$ cat src/rtl/setn_pulse_gen.sv
// Active-low SETN pulse generator for async-set flop banks: guaranteed minimum low width,
// a recovery hold-off, then DONE/READY, with a one-deep pending request slot.
module setn_pulse_gen #(
    parameter int MIN_LOW_CYC  = 2,
    parameter int RECOVERY_CYC = 1,
    parameter int CNT_W        = 8
) (
    input  logic             clk,
    input  logic             rst,
    input  logic             set_req,
    input  logic [CNT_W-1:0] set_len,
    output logic             setn,
    output logic             ready,
    output logic             done,
    output logic             drop
);

    typedef enum logic [1:0] {IDLE, LOW, RECOVER} state_t;

    localparam logic [CNT_W-1:0] MIN_LEN = CNT_W'(MIN_LOW_CYC);
    localparam logic [CNT_W-1:0] REC_LEN = CNT_W'(RECOVERY_CYC);

    state_t           state, state_n;
    logic [CNT_W-1:0] cnt, cnt_n;
    logic             pend, pend_n;
    logic [CNT_W-1:0] pend_len, pend_len_n;
    logic             done_n, drop_n;
    logic [CNT_W-1:0] req_len;

    assign req_len = (set_len < MIN_LEN) ? MIN_LEN : set_len;

    always_comb begin
        state_n    = state;
        cnt_n      = cnt;
        pend_n     = pend;
        pend_len_n = pend_len;
        done_n     = 1'b0;
        drop_n     = 1'b0;
        case (state)
            IDLE: begin
                // A held request wins; a same-cycle new request backfills the slot.
                if (pend) begin
                    state_n = LOW;
                    cnt_n   = pend_len;
                    pend_n  = set_req;
                    if (set_req) pend_len_n = req_len;
                end else if (set_req) begin
                    state_n = LOW;
                    cnt_n   = req_len;
                end
            end
            LOW: begin
                if (cnt == CNT_W'(1)) begin
                    state_n = RECOVER;
                    cnt_n   = REC_LEN;
                end else begin
                    cnt_n = cnt - CNT_W'(1);
                end
            end
            RECOVER: begin
                if (cnt == CNT_W'(1)) begin
                    state_n = IDLE;
                    done_n  = 1'b1;
                end else begin
                    cnt_n = cnt - CNT_W'(1);
                end
            end
            default: state_n = IDLE;
        endcase
        if (state != IDLE && set_req) begin
            if (pend) begin
                drop_n = 1'b1;
            end else begin
                pend_n     = 1'b1;
                pend_len_n = req_len;
            end
        end
    end

    // All outputs come straight from flops; setn/ready are decoded from the next state.
    always_ff @(posedge clk) begin
        if (rst) begin
            state    <= IDLE;
            cnt      <= '0;
            pend     <= 1'b0;
            pend_len <= '0;
            setn     <= 1'b1;
            ready    <= 1'b1;
            done     <= 1'b0;
            drop     <= 1'b0;
        end else begin
            state    <= state_n;
            cnt      <= cnt_n;
            pend     <= pend_n;
            pend_len <= pend_len_n;
            setn     <= (state_n != LOW);
            ready    <= (state_n == IDLE);
            done     <= done_n;
            drop     <= drop_n;
        end
    end

endmodule

$ cat config.mk
export PLATFORM = sky130hd
export DESIGN_NAME = setn_pulse_gen
export DESIGN_NICKNAME = d
export VERILOG_FILES = /design/src/rtl/setn_pulse_gen.sv
export SDC_FILE = /design/constraint.sdc
export NUM_CORES = 1
export LEC_CHECK = 0
export CAP_MARGIN = 20
export CORE_MARGIN = 2
export CORE_UTILIZATION = 40
export DETAILED_ROUTE_END_ITERATION = 6
export HOLD_SLACK_MARGIN = 0.15
export SYNTH_ARGS = -nofsm -noshare
export SYNTH_HDL_FRONTEND = slang
export SYNTH_SLANG_ARGS = --single-unit
$ cat constraint.sdc
create_clock -name clk -period 2.1 [get_ports clk]
set_input_delay 0.42 -clock clk [delete_from_list [all_inputs] [get_ports clk]]
set_output_delay 0.42 -clock clk [all_outputs]
set_load 0.005 [all_outputs]
==> impl_metrics.env <==
export IMPL_status="finished, final reports clean"
export IMPL_path_clk_slew_ns=0.13
export IMPL_syn_area_um2=1333
export IMPL_power_density_nw_per_um2=704.0
export IMPL_worstSetupPathType="flip-flop to flip-flop"
export IMPL_total_power_w=0.001140
export IMPL_synth_seq_area_share_pct=34.55
export IMPL_gp_congestion=0.7945
export IMPL_post_synth_num_cell_types=47
export IMPL_fin_nets=189
export IMPL_p_leak_nw=0.6504
export IMPL_vias_per_cell=5.481
export IMPL_final_layout_size_suffix_gt1_share_pct=17.06
export IMPL_cts_root_buffer="clkbuf_4"
export IMPL_area_delta_synth_final_pct=21.50
export IMPL_core_um2=3103
export IMPL_ctsHoldBuffers=0
export IMPL_dp_slack_ns=0.01794
export IMPL_ctsLongestPathBuffers=2
export IMPL_setup_viol=0
export IMPL_grt_pass1_wl_um=4747
export IMPL_chipHeight_um=61.72
export IMPL_grt_overflow=0
export IMPL_rows=20
export IMPL_arrival_ns=2.19
export IMPL_clock_fmax_mhz=520.8
export IMPL_die_x_um=61.72
export IMPL_worst_slack_ns=0.1797
export IMPL_avgSynthCellArea_um2=9.254
export IMPL_cts_tree="done"
export IMPL_hpwl_um=2246
export IMPL_worst_hold_path_type="flip-flop to flip-flop"
export IMPL_clock_latency_ns=0.31
export IMPL_peakVddDrop_mv=0.3395
export IMPL_numClockSinks=23
export IMPL_cp_max_fo=7
export IMPL_synthCells=144
export IMPL_cp_required_ns=2.37
export IMPL_antenna_found_initial=0
export IMPL_wirelength_um=2953
export IMPL_cp_end_kind="flip-flop"
export IMPL_drt_antenna_violating_nets=0
export IMPL_die_area_um2=3809
export IMPL_via_count=1173
export IMPL_grtUsageTotal_pct=16.83
export IMPL_avgRoutedWirePerCell_um=13.80
export IMPL_io_pins=15
export IMPL_skew_ns=0.007158
export IMPL_ys_ff_latch=23
export IMPL_nFillCells=324
export IMPL_max_cap_violations=0
export IMPL_cts_htree_levels=1
export IMPL_synthFlopType="dfxtp_1"
export IMPL_min_period_ns=1.920
export IMPL_synthesis_nets=162
export IMPL_slew_headroom_pct=70.39
export IMPL_grt_start_max_net_pins=14
export IMPL_ys_warn_count=0
export IMPL_worst_pin_slew_ns=0.4401
export IMPL_finalMaxSlewViolations=0
export IMPL_rsz0062_at_grt="false"
export IMPL_drt_initial_drc_count=27
export IMPL_cts_made_buffers=3
export IMPL_final_setup_tns_ns=0
export IMPL_n_antenna_cell=0
export IMPL_grt_pass1_vias=1084
export IMPL_min_period_over_period_pct=91.44
export IMPL_finalHoldViolCount=0
export IMPL_drc_errors=0
export IMPL_firstDrtPassIters=4
export IMPL_start_util_pct=42.94
export IMPL_critPathLaunchType="flip-flop"
export IMPL_synth_edf_count=0
export IMPL_port_buffers=14
export IMPL_async_reset_ff_share_pct=0
logic make-up (layout without fill, tap and decap cells):
family | Yosys count | after routing | share of synthesized area [%]
AO/OA/AOI/OAI | 45 | 45 | 24.51
adder cells (fa/ha/maj) | 7 | 7 | 6.572
buffers and inverters | 10 | 36 | 4.037
flip-flops | 23 | 23 | 34.55
multiplexers | 13 | 13 | 9.765
AND/OR/NAND/NOR | 46 | 46 | 20.56
layout by cell type, fill, tap and decap left out, drive strengths merged, types with 2 or more instances in the layout:
cell type / netlist / routed
a211oi: 2 / 2
a21boi: 2 / 2
a21oi: 9 / 9
a32o: 4 / 4
buf: 3 / 13
clkbuf: 2 / 4
clkdlybuf4s50: 0 / 14
dfxtp: 23 / 23
ha: 7 / 7
inv: 5 / 5
mux2i: 13 / 13
nand2: 4 / 4
nand2b: 5 / 5
nand3: 2 / 2
nor2: 15 / 15
nor3: 4 / 4
nor3b: 3 / 3
nor4: 3 / 3
o21ai: 12 / 12
o22ai: 3 / 3
o41ai: 2 / 2
or2: 2 / 2
critical path, stage by stage (launching register included):
cell	delay [ns]
dfxtp_1	0.49
ha_2	0.32
nor4b_1	0.09
buf_4	0.14
or4b_1	0.49
a21oi_1	0.17
o221a_1	0.18
sequential cells by signal, summed over array words and instances, names as in the netlist:
name / cells
cnt: 8
pend_len: 8
state: 2
done: 1
drop: 1
pend: 1
ready: 1
setn: 1
metrics by stage:
stage / cells / utilization (%) / area (um2) / hold slack (ns)
4_1_cts: 213 / 51.85 / 1609 / 0.4742
3_3_place_gp: 209 / 51.01 / 1583 / 0.4465
5_1_grt: 214 / 52.18 / 1619 / 0.4856
3_5_place_dp: 209 / 51.01 / 1583 / 0.4561
6_report: 214 / 52.18 / 1619 / 0.4706
2_1_floorplan: 144 / - / 1333 / 0.4367
where the power goes:
part,leakage [nW],switching [W],internal [W],total (W)
Clock,0.0150,0.000133,0.0000741,0.000207
Sequential,0.189,0.0000502,0.000481,0.000531
Combinational,0.447,0.000201,0.000201,0.000402
final timing paths:
| kind | startpoint | end | slack [ns] | cells past startpoint |
|---|---|---|---|---|
| setup / recovery | state[1]$_SDFF_PP0_ | cnt[6]$_SDFFE_PP0P_ | 0.18 | 6 |
| hold / removal | pend_len[1]$_SDFF_PP0_ | pend_len[1]$_SDFF_PP0_ | 0.47 | 2 |
| setup reg to reg | state[1]$_SDFF_PP0_ | cnt[6]$_SDFFE_PP0P_ | 0.18 | 6 |
| hold reg to reg | pend_len[1]$_SDFF_PP0_ | pend_len[1]$_SDFF_PP0_ | 0.47 | 2 |
cell type report:
cell class                      count  area [um2]  share of cell area (%)
Clock buffer                        4       26.28                   1.623
Inverter                            5       18.77                   1.159
Multi-Input combinational cell    111       820.8                   50.70
Sequential cell                    23       460.4                   28.44
Tap cell                           44       55.05                   3.400
Timing Repair Buffer               27       237.7                   14.68
synthesized netlist by cell type, drive strengths merged, types with 2 or more instances:
cell     n  area [um2]
nor4     3       33.78
clkbuf   2       7.510
dfxtp   23       460.4
nand2b   5       31.28
o21ai   12       71.32
or2      2       12.51
a21oi    9       45.04
buf      3       27.52
mux2i   13       130.1
inv      5       18.77
nand2    4       15.01
ha       7       87.58
o41ai    2       17.52
a211oi   2       15.01
o22ai    3       18.77
a21boi   2       15.01
nand3    2       15.01
nor2    15       56.30
nor3b    3       27.52
a32o     4       41.29
nor3     4       20.02
what timing repair did:
item / in CTS / in global routing
endpoints found under the setup margin: 0 / 5
gates resized for setup: 0 / 1
endpoints found under the hold margin: 0 / 0
buffers inserted: 0 / 1
layer usage:
layer | vias up | wire, um | global-route usage [%] | part of all wire (%)
met5 | - | 0 | 0 | 0
met4 | 0 | 36 | 7.599 | 1.2
met3 | 4 | 90 | 2.484 | 3.0
met2 | 23 | 1405 | 26.92 | 48
met1 | 547 | 1422 | 22.51 | 48
li1 | 599 | - | - | -
No activity file was read; power rests on OpenSTA's default activity.
